===== src/rtl/muldiv_unit.sv =====
// Iterative MIPS multiply/divide unit with HI/LO registers; one iteration per clock, WIDTH iterations.
// Build option MULDIV_MADD_EN enables MADD/MSUB (op 110/111) accumulating into {hi,lo}.
//   state  | meaning
//   S_IDLE | waiting for issue; MTHI/MTLO complete here in one edge
//   S_RUN  | shift-add multiply or restoring divide, cnt_q counts down to 0
module muldiv_unit #(
  parameter int WIDTH = 32
) (
  input  logic             clk,
  input  logic             rst,
  input  logic             start,
  input  logic [2:0]       op,
  input  logic [WIDTH-1:0] rsdata,
  input  logic [WIDTH-1:0] rtdata,
  output logic             busy,
  output logic             done,
  output logic [WIDTH-1:0] hi,
  output logic [WIDTH-1:0] lo
);

  localparam int CW = $clog2(WIDTH);
  localparam logic [CW-1:0] CNT_LAST = CW'(WIDTH - 1);

  localparam logic [2:0] OP_MULT  = 3'b000;
  localparam logic [2:0] OP_MULTU = 3'b001;
  localparam logic [2:0] OP_DIV   = 3'b010;
  localparam logic [2:0] OP_DIVU  = 3'b011;
  localparam logic [2:0] OP_MTHI  = 3'b100;
  localparam logic [2:0] OP_MTLO  = 3'b101;
`ifdef MULDIV_MADD_EN
  localparam logic [2:0] OP_MADD  = 3'b110;
  localparam logic [2:0] OP_MSUB  = 3'b111;
`endif

  localparam logic [1:0] ACC_NONE = 2'd0;
  localparam logic [1:0] ACC_ADD  = 2'd1;
  localparam logic [1:0] ACC_SUB  = 2'd2;

  typedef enum logic {S_IDLE, S_RUN} state_t;

  state_t               state_q, state_d;
  logic [CW-1:0]        cnt_q, cnt_d;
  logic [2*WIDTH-1:0]   work_q, work_d;
  logic [WIDTH-1:0]     opnd_q, opnd_d;
  logic                 is_div_q, is_div_d;
  logic                 div0_q, div0_d;
  logic                 qneg_q, qneg_d;
  logic                 rneg_q, rneg_d;
  logic [1:0]           acc_q, acc_d;
  logic [WIDTH-1:0]     hi_q, hi_d;
  logic [WIDTH-1:0]     lo_q, lo_d;
  logic                 busy_q, busy_d;
  logic                 done_q, done_d;

  logic                 op_signed;
  logic                 op_div;
  logic                 sgn_a, sgn_b;
  logic [WIDTH-1:0]     mag_a, mag_b;
  logic [WIDTH:0]       mul_sum;
  logic [2*WIDTH-1:0]   mul_next;
  logic [WIDTH:0]       div_shl;
  logic [WIDTH:0]       div_sub;
  logic [2*WIDTH-1:0]   div_next;
  logic [2*WIDTH-1:0]   step;
  logic [2*WIDTH-1:0]   prod_s;
  logic [2*WIDTH-1:0]   mac;
  logic [WIDTH-1:0]     quot;
  logic [WIDTH-1:0]     rem;

  always_comb begin
    op_signed = (op == OP_MULT) || (op == OP_DIV) || (op[2:1] == 2'b11);
    op_div    = (op == OP_DIV) || (op == OP_DIVU);
    sgn_a     = op_signed & rsdata[WIDTH-1];
    sgn_b     = op_signed & rtdata[WIDTH-1];
    mag_a     = sgn_a ? (~rsdata + 1'b1) : rsdata;
    mag_b     = sgn_b ? (~rtdata + 1'b1) : rtdata;
  end

  // One iteration of each algorithm; work_q is {acc, multiplier} or {remainder, dividend/quotient}.
  always_comb begin
    mul_sum  = {1'b0, work_q[2*WIDTH-1:WIDTH]} + (work_q[0] ? {1'b0, opnd_q} : '0);
    mul_next = {mul_sum, work_q[WIDTH-1:1]};
    div_shl  = {work_q[2*WIDTH-1:WIDTH], work_q[WIDTH-1]};
    div_sub  = div_shl - {1'b0, opnd_q};
    div_next = div_sub[WIDTH] ? {div_shl[WIDTH-1:0], work_q[WIDTH-2:0], 1'b0}
                              : {div_sub[WIDTH-1:0], work_q[WIDTH-2:0], 1'b1};
    step     = is_div_q ? div_next : mul_next;
  end

  always_comb begin
    prod_s = qneg_q ? (~step + 1'b1) : step;
    case (acc_q)
      ACC_ADD: mac = {hi_q, lo_q} + prod_s;
      ACC_SUB: mac = {hi_q, lo_q} - prod_s;
      default: mac = prod_s;
    endcase
    quot = qneg_q ? (~step[WIDTH-1:0] + 1'b1) : step[WIDTH-1:0];
    rem  = rneg_q ? (~step[2*WIDTH-1:WIDTH] + 1'b1) : step[2*WIDTH-1:WIDTH];
  end

  always_comb begin
    state_d  = state_q;
    cnt_d    = cnt_q;
    work_d   = work_q;
    opnd_d   = opnd_q;
    is_div_d = is_div_q;
    div0_d   = div0_q;
    qneg_d   = qneg_q;
    rneg_d   = rneg_q;
    acc_d    = acc_q;
    hi_d     = hi_q;
    lo_d     = lo_q;
    busy_d   = busy_q;
    done_d   = 1'b0;

    case (state_q)
      S_IDLE: begin
        if (start) begin
          case (op)
            OP_MULT, OP_MULTU, OP_DIV, OP_DIVU
`ifdef MULDIV_MADD_EN
            , OP_MADD, OP_MSUB
`endif
            : begin
              state_d  = S_RUN;
              busy_d   = 1'b1;
              cnt_d    = CNT_LAST;
              is_div_d = op_div;
              div0_d   = op_div && (rtdata == '0);
              qneg_d   = sgn_a ^ sgn_b;
              rneg_d   = sgn_a;
              opnd_d   = op_div ? mag_b : mag_a;
              work_d   = {{WIDTH{1'b0}}, (op_div ? mag_a : mag_b)};
              acc_d    = ACC_NONE;
`ifdef MULDIV_MADD_EN
              if (op == OP_MADD) acc_d = ACC_ADD;
              if (op == OP_MSUB) acc_d = ACC_SUB;
`endif
            end
            OP_MTHI: hi_d = rsdata;
            OP_MTLO: lo_d = rsdata;
            default: ;
          endcase
        end
      end
      S_RUN: begin
        work_d = step;
        if (cnt_q == '0) begin
          state_d = S_IDLE;
          busy_d  = 1'b0;
          done_d  = 1'b1;
          if (is_div_q) begin
            // Divide by zero leaves the dividend in hi; remainder sign fix-up already yields rsdata.
            lo_d = div0_q ? {WIDTH{1'b1}} : quot;
            hi_d = rem;
          end else begin
            {hi_d, lo_d} = mac;
          end
        end else begin
          cnt_d = cnt_q - 1'b1;
        end
      end
      default: state_d = S_IDLE;
    endcase
  end

  always_ff @(posedge clk or posedge rst) begin
    if (rst) begin
      state_q  <= S_IDLE;
      cnt_q    <= '0;
      work_q   <= '0;
      opnd_q   <= '0;
      is_div_q <= 1'b0;
      div0_q   <= 1'b0;
      qneg_q   <= 1'b0;
      rneg_q   <= 1'b0;
      acc_q    <= ACC_NONE;
      hi_q     <= '0;
      lo_q     <= '0;
      busy_q   <= 1'b0;
      done_q   <= 1'b0;
    end else begin
      state_q  <= state_d;
      cnt_q    <= cnt_d;
      work_q   <= work_d;
      opnd_q   <= opnd_d;
      is_div_q <= is_div_d;
      div0_q   <= div0_d;
      qneg_q   <= qneg_d;
      rneg_q   <= rneg_d;
      acc_q    <= acc_d;
      hi_q     <= hi_d;
      lo_q     <= lo_d;
      busy_q   <= busy_d;
      done_q   <= done_d;
    end
  end

  assign busy = busy_q;
  assign done = done_q;
  assign hi   = hi_q;
  assign lo   = lo_q;

endmodule


===== config.mk =====
export PLATFORM = sky130hd
export DESIGN_NAME = muldiv_unit
export DESIGN_NICKNAME = d
export VERILOG_FILES = /design/src/rtl/muldiv_unit.sv
export SDC_FILE = /design/constraint.sdc
export NUM_CORES = 1
export LEC_CHECK = 0
export ABC_AREA = 1
export CAP_MARGIN = 20
export CORE_MARGIN = 1.5
export CORE_UTILIZATION = 30
export DETAILED_ROUTE_END_ITERATION = 8
export GPL_ROUTABILITY_DRIVEN = 0
export SKIP_CTS_REPAIR_TIMING = 1
export SLEW_MARGIN = 20
export SYNTH_ARGS = -nofsm -noshare
export SYNTH_HDL_FRONTEND = slang
export SYNTH_SLANG_ARGS = --single-unit

===== constraint.sdc =====
create_clock -name clk -period 6.1 [get_ports clk]
set_input_delay 0.61 -clock clk [delete_from_list [all_inputs] [get_ports clk]]
set_output_delay 0.61 -clock clk [all_outputs]
set_load 0.01 [all_outputs]

==> flow_results.org <==
** Run status
- The run finished with clean final reports.

** Worst setup path
- Length in cells of the worst reg-to-reg path :: 32
- Worst-case register-to-register setup slack :: 1.18 ns
- On the worst path, the slowest cell contributes a delay of 0.40 ns.
- Along the worst path, the maximum fanout reaches 35.
- Critical Path Source Type :: flop
- Most common cell on crit path :: sky130_fd_sc_hd__nor2_2
- Data required, critical path :: 6.50 ns
- Reg2Reg Launch Point :: work_q[31]$_DFFE_PP0P_
- Crit-path slowest cell :: sky130_fd_sc_hd__fa_1
- RR Endpoint :: hi[24]$_DFFE_PP0P_
- Path type of the worst setup path :: reg -> reg
- Setup crit end kind :: flop
- For the worst setup path, the data arrival time is 5.32 ns.

** Die
- The die is 246 um tall.
- For this configuration, the core starts out at a cell density of 0.305.
- Die Footprint :: 60400 um2
- The region available for standard cell placement spans 57900 um2.
- Width of the chip :: 246 um
- The floorplan has 88 rows.
- Number of placed I/O pins :: 136

** Synthesis
- EDFF count, synth :: 0
- Synth Net Count :: 3040
- The share of the Yosys chip area taken by registers is 0.244.
- The share of synthesized area in the top cell type comes to 0.244.
- Of all flip-flops after synthesis, the portion carrying an async set or reset was 1.00.
- Leading register cell type out of synthesis :: sky130_fd_sc_hd__dfrtp_1
- In this run the mean area of a mapped cell was 6.10 um2.
- Yosys synthesis warning count :: 0
- Summed instance area of the synthesized netlist :: 17700 um2
- Area contributors post-synth :: sky130_fd_sc_hd__dfrtp_1 (24%), sky130_fd_sc_hd__nand2_1 (17%), sky130_fd_sc_hd__inv_1 (9.0%)
- Post-Synthesis Cells :: 2898
- Yosys mapped the design onto 67 distinct sky130hd cell types.
- Post-synthesis cell type with the largest combined area :: sky130_fd_sc_hd__dfrtp_1
- Synth Register Bits :: 172

** Cells and area
- The count of cells in the finished layout, fillers not included, comes to 3753.
- Fraction of layout cells with a size suffix above 1 :: 0.0619
- Area Overhead vs Synth :: 14.8%
- The final layout contains 3117 nets.
- Antenna diode count :: 0
- After filler insertion, the fill cell instance count of the layout stands at 6419.

** Clock tree
- Cell at the root of the clock tree :: sky130_fd_sc_hd__clkbuf_16
- At the later pin of the worst-skew pair, clock insertion delay measures 0.48 ns.
- Clk pin slew, worst setup/hold paths :: 0.08 ns
- TritonCTS clock tree :: done
- Maximum level of the CTS H-tree :: 4
- Counting every sink on the clock net gives 172.
- Num CTS Buffers :: 17
- In this run the deepest clock path goes through 2 buffers.

** Detailed routing
- Wire length per cell :: 20.0 um
- Detailed-router iteration count before antenna repair :: 8
- Via count :: 20000
- The detailed router finished its first iteration with 2138 violations.
- Wires add up to 74900 um.
- Residual antenna-violating net count after detailed routing :: 0
- Using the TritonRoute via totals, the vias-per-cell ratio works out to 5.34.
- Remaining design rule violation count :: 0

** STA
- For this run, the top clock speed supported by timing is 0.203 GHz.
- Max-slew violation total from the final report :: 0
- The hold violation count in the final report is 0.
- On the final layout, the worst clock skew is 0.0173 ns.
- Setup TNS Final :: 0 ns
- The worst pin sits at a relative slew slack of 0.306.
- Unrepaired setup endpoints after global routing :: no
- Pin slew with the least headroom to its limit :: 1.04 ns
- Post-layout min period :: 4.92 ns
- Setup violations remaining at the end of the flow were counted as 0.
- Dividing the final minimum period by the clock period gives 0.806.

** Global route
- Entering global routing, the biggest net connects 114 pins.
- Wire length of the first global-routing pass :: 112000 um
- Initial antenna violation count :: 1
- The via count of the first global-routing pass is 18700.
- Summed over all layers, the global routing overflow is 0.
- Global-route usage over all layers :: 0.247

** Placement
- Buffers placed on the I/O ports in this run total 135.
- The HPWL after detailed placement is 60000 um.
- Placed Instances :: 3721

** Min path
- Min-Delay Endpoint :: lo[26]$_DFFE_PP0P_
- The worst hold path begins at lo[26]$_DFFE_PP0P_.
- In this run the worst hold path is classified as reg -> reg.
- Cell depth of the worst min-delay path :: 2

** Flow run
- Max capacitance violation total :: 0
[how the worst max path moves through the flow]
| stage | start | endpoint | slack, ns |
|---|---|---|---|
| after floorplan | rst | busy$_DFFE_PP0P_ | 0.83 |
| after global placement | work_q[31]$_DFFE_PP0P_ | hi[24]$_DFFE_PP0P_ | 1.46 |
| after detailed placement | work_q[31]$_DFFE_PP0P_ | hi[24]$_DFFE_PP0P_ | 1.31 |
| after CTS | work_q[31]$_DFFE_PP0P_ | hi[24]$_DFFE_PP0P_ | 1.28 |
| after global routing | work_q[31]$_DFFE_PP0P_ | hi[24]$_DFFE_PP0P_ | 0.72 |
| final | work_q[31]$_DFFE_PP0P_ | hi[24]$_DFFE_PP0P_ | 1.18 |
[worst max-delay path, delay by kind of cell, from the launching register on]
family / cells / cell delay (ns)
adders and majority gates: 3 / 0.80
DFF: 1 / 0.38
and+or+nand+nor: 24 / 2.89
AOI/OAI and AO/OA: 3 / 0.60
buffers and inverters: 2 / 0.16
[cell usage after synthesis (13+ instances only)]
cell type                  number
sky130_fd_sc_hd__nand2_1      781
sky130_fd_sc_hd__nand2_2       36
sky130_fd_sc_hd__o221ai_1      38
sky130_fd_sc_hd__o21ai_0      146
sky130_fd_sc_hd__nor3_1        33
sky130_fd_sc_hd__nor2_1       362
sky130_fd_sc_hd__nand4_1       38
sky130_fd_sc_hd__xnor2_1       24
sky130_fd_sc_hd__nand3_1      219
sky130_fd_sc_hd__nand3b_1      14
sky130_fd_sc_hd__a22oi_1       13
sky130_fd_sc_hd__o21ai_1       14
sky130_fd_sc_hd__a21oi_1      126
sky130_fd_sc_hd__xor2_1        60
sky130_fd_sc_hd__o22ai_1       33
sky130_fd_sc_hd__ha_1          70
sky130_fd_sc_hd__clkbuf_1      60
sky130_fd_sc_hd__nor2_2        27
sky130_fd_sc_hd__dfrtp_1      172
sky130_fd_sc_hd__inv_1        424
sky130_fd_sc_hd__buf_2         18
sky130_fd_sc_hd__nand3_2       14
sky130_fd_sc_hd__a31oi_1       26
[metal layers]
layer  GRT usage  share of wire
met2       0.390           0.45
met1       0.324           0.41
met3      0.0391          0.085
met4       0.123          0.054
met5           0              0
[placed cells by master (no fill, tap or decap), drive strengths merged, types with 2 or more instances in the layout]
| cell | Yosys | routed |
|---|---|---|
| o21bai | 8 | 8 |
| a21oi | 133 | 133 |
| a2111oi | 3 | 3 |
| xor2 | 60 | 60 |
| buf | 39 | 22 |
| clkdlybuf4s50 | 0 | 135 |
| clkinv | 3 | 11 |
| o22ai | 33 | 33 |
| o221ai | 38 | 38 |
| nand3 | 234 | 234 |
| a22oi | 13 | 13 |
| or2 | 16 | 16 |
| nand2 | 824 | 824 |
| nand4 | 39 | 39 |
| a211oi | 4 | 4 |
| nor2 | 390 | 390 |
| a21boi | 3 | 3 |
| o2111ai | 3 | 3 |
| a31oi | 26 | 26 |
| a21o | 4 | 4 |
| o21a | 9 | 9 |
| nor4 | 10 | 10 |
| a41oi | 2 | 2 |
| dfrtp | 172 | 172 |
| ha | 70 | 70 |
| a311oi | 3 | 3 |
| a221oi | 3 | 3 |
| or3 | 2 | 2 |
| clkbuf | 60 | 17 |
| inv | 434 | 440 |
| o31ai | 5 | 5 |
| nor3 | 35 | 35 |
| xnor2 | 24 | 24 |
| o21ai | 165 | 165 |
| o211ai | 7 | 7 |
| fa | 2 | 2 |
| nand3b | 14 | 14 |
[sequential cells by signal (all words and copies together), names as in the netlist]
name / flops
done: 1
qneg_q: 1
div0_q: 1
opnd_q: 32
lo: 32
rneg_q: 1
busy: 1
work_q: 64
cnt_q: 5
is_div_q: 1
hi: 32
state_q: 1
[final cells by class]
class | instances | area, um2 | area share
tap | 765 | 957 | 0.0472
clock inverter | 15 | 169 | 0.00833
inverter | 437 | 1650 | 0.0812
multi-input combinational | 2190 | 11200 | 0.554
timing repair buffer | 157 | 1530 | 0.0754
sequential | 172 | 4310 | 0.213
clock buffer | 17 | 425 | 0.0210
[stage by stage]
step           worst slack [ns]   util  area, um2  hold WS, ns
6_report                   1.18  0.350      20300        0.503
5_1_grt                   0.719  0.350      20300        0.545
4_1_cts                    1.28  0.350      20300        0.508
3_5_place_dp               1.31  0.340      19700        0.485
3_3_place_gp               1.46  0.340      19700        0.488
2_1_floorplan             0.830      -      17700        0.447
[cells by family (layout without fill, tap and decap cells)]
family | count (synthesis) | count (layout) | synth area share
simple gates | 1566 | 1566 | 0.383
buf+inv | 536 | 626 | 0.120
compound gates | 468 | 468 | 0.160
flops | 172 | 172 | 0.244
xor+xnor | 84 | 84 | 0.0416
fa+ha+maj | 72 | 72 | 0.0518
Power is not shown: default switching activity piles up to over one toggle a cycle in this logic, so the estimate is an artifact.
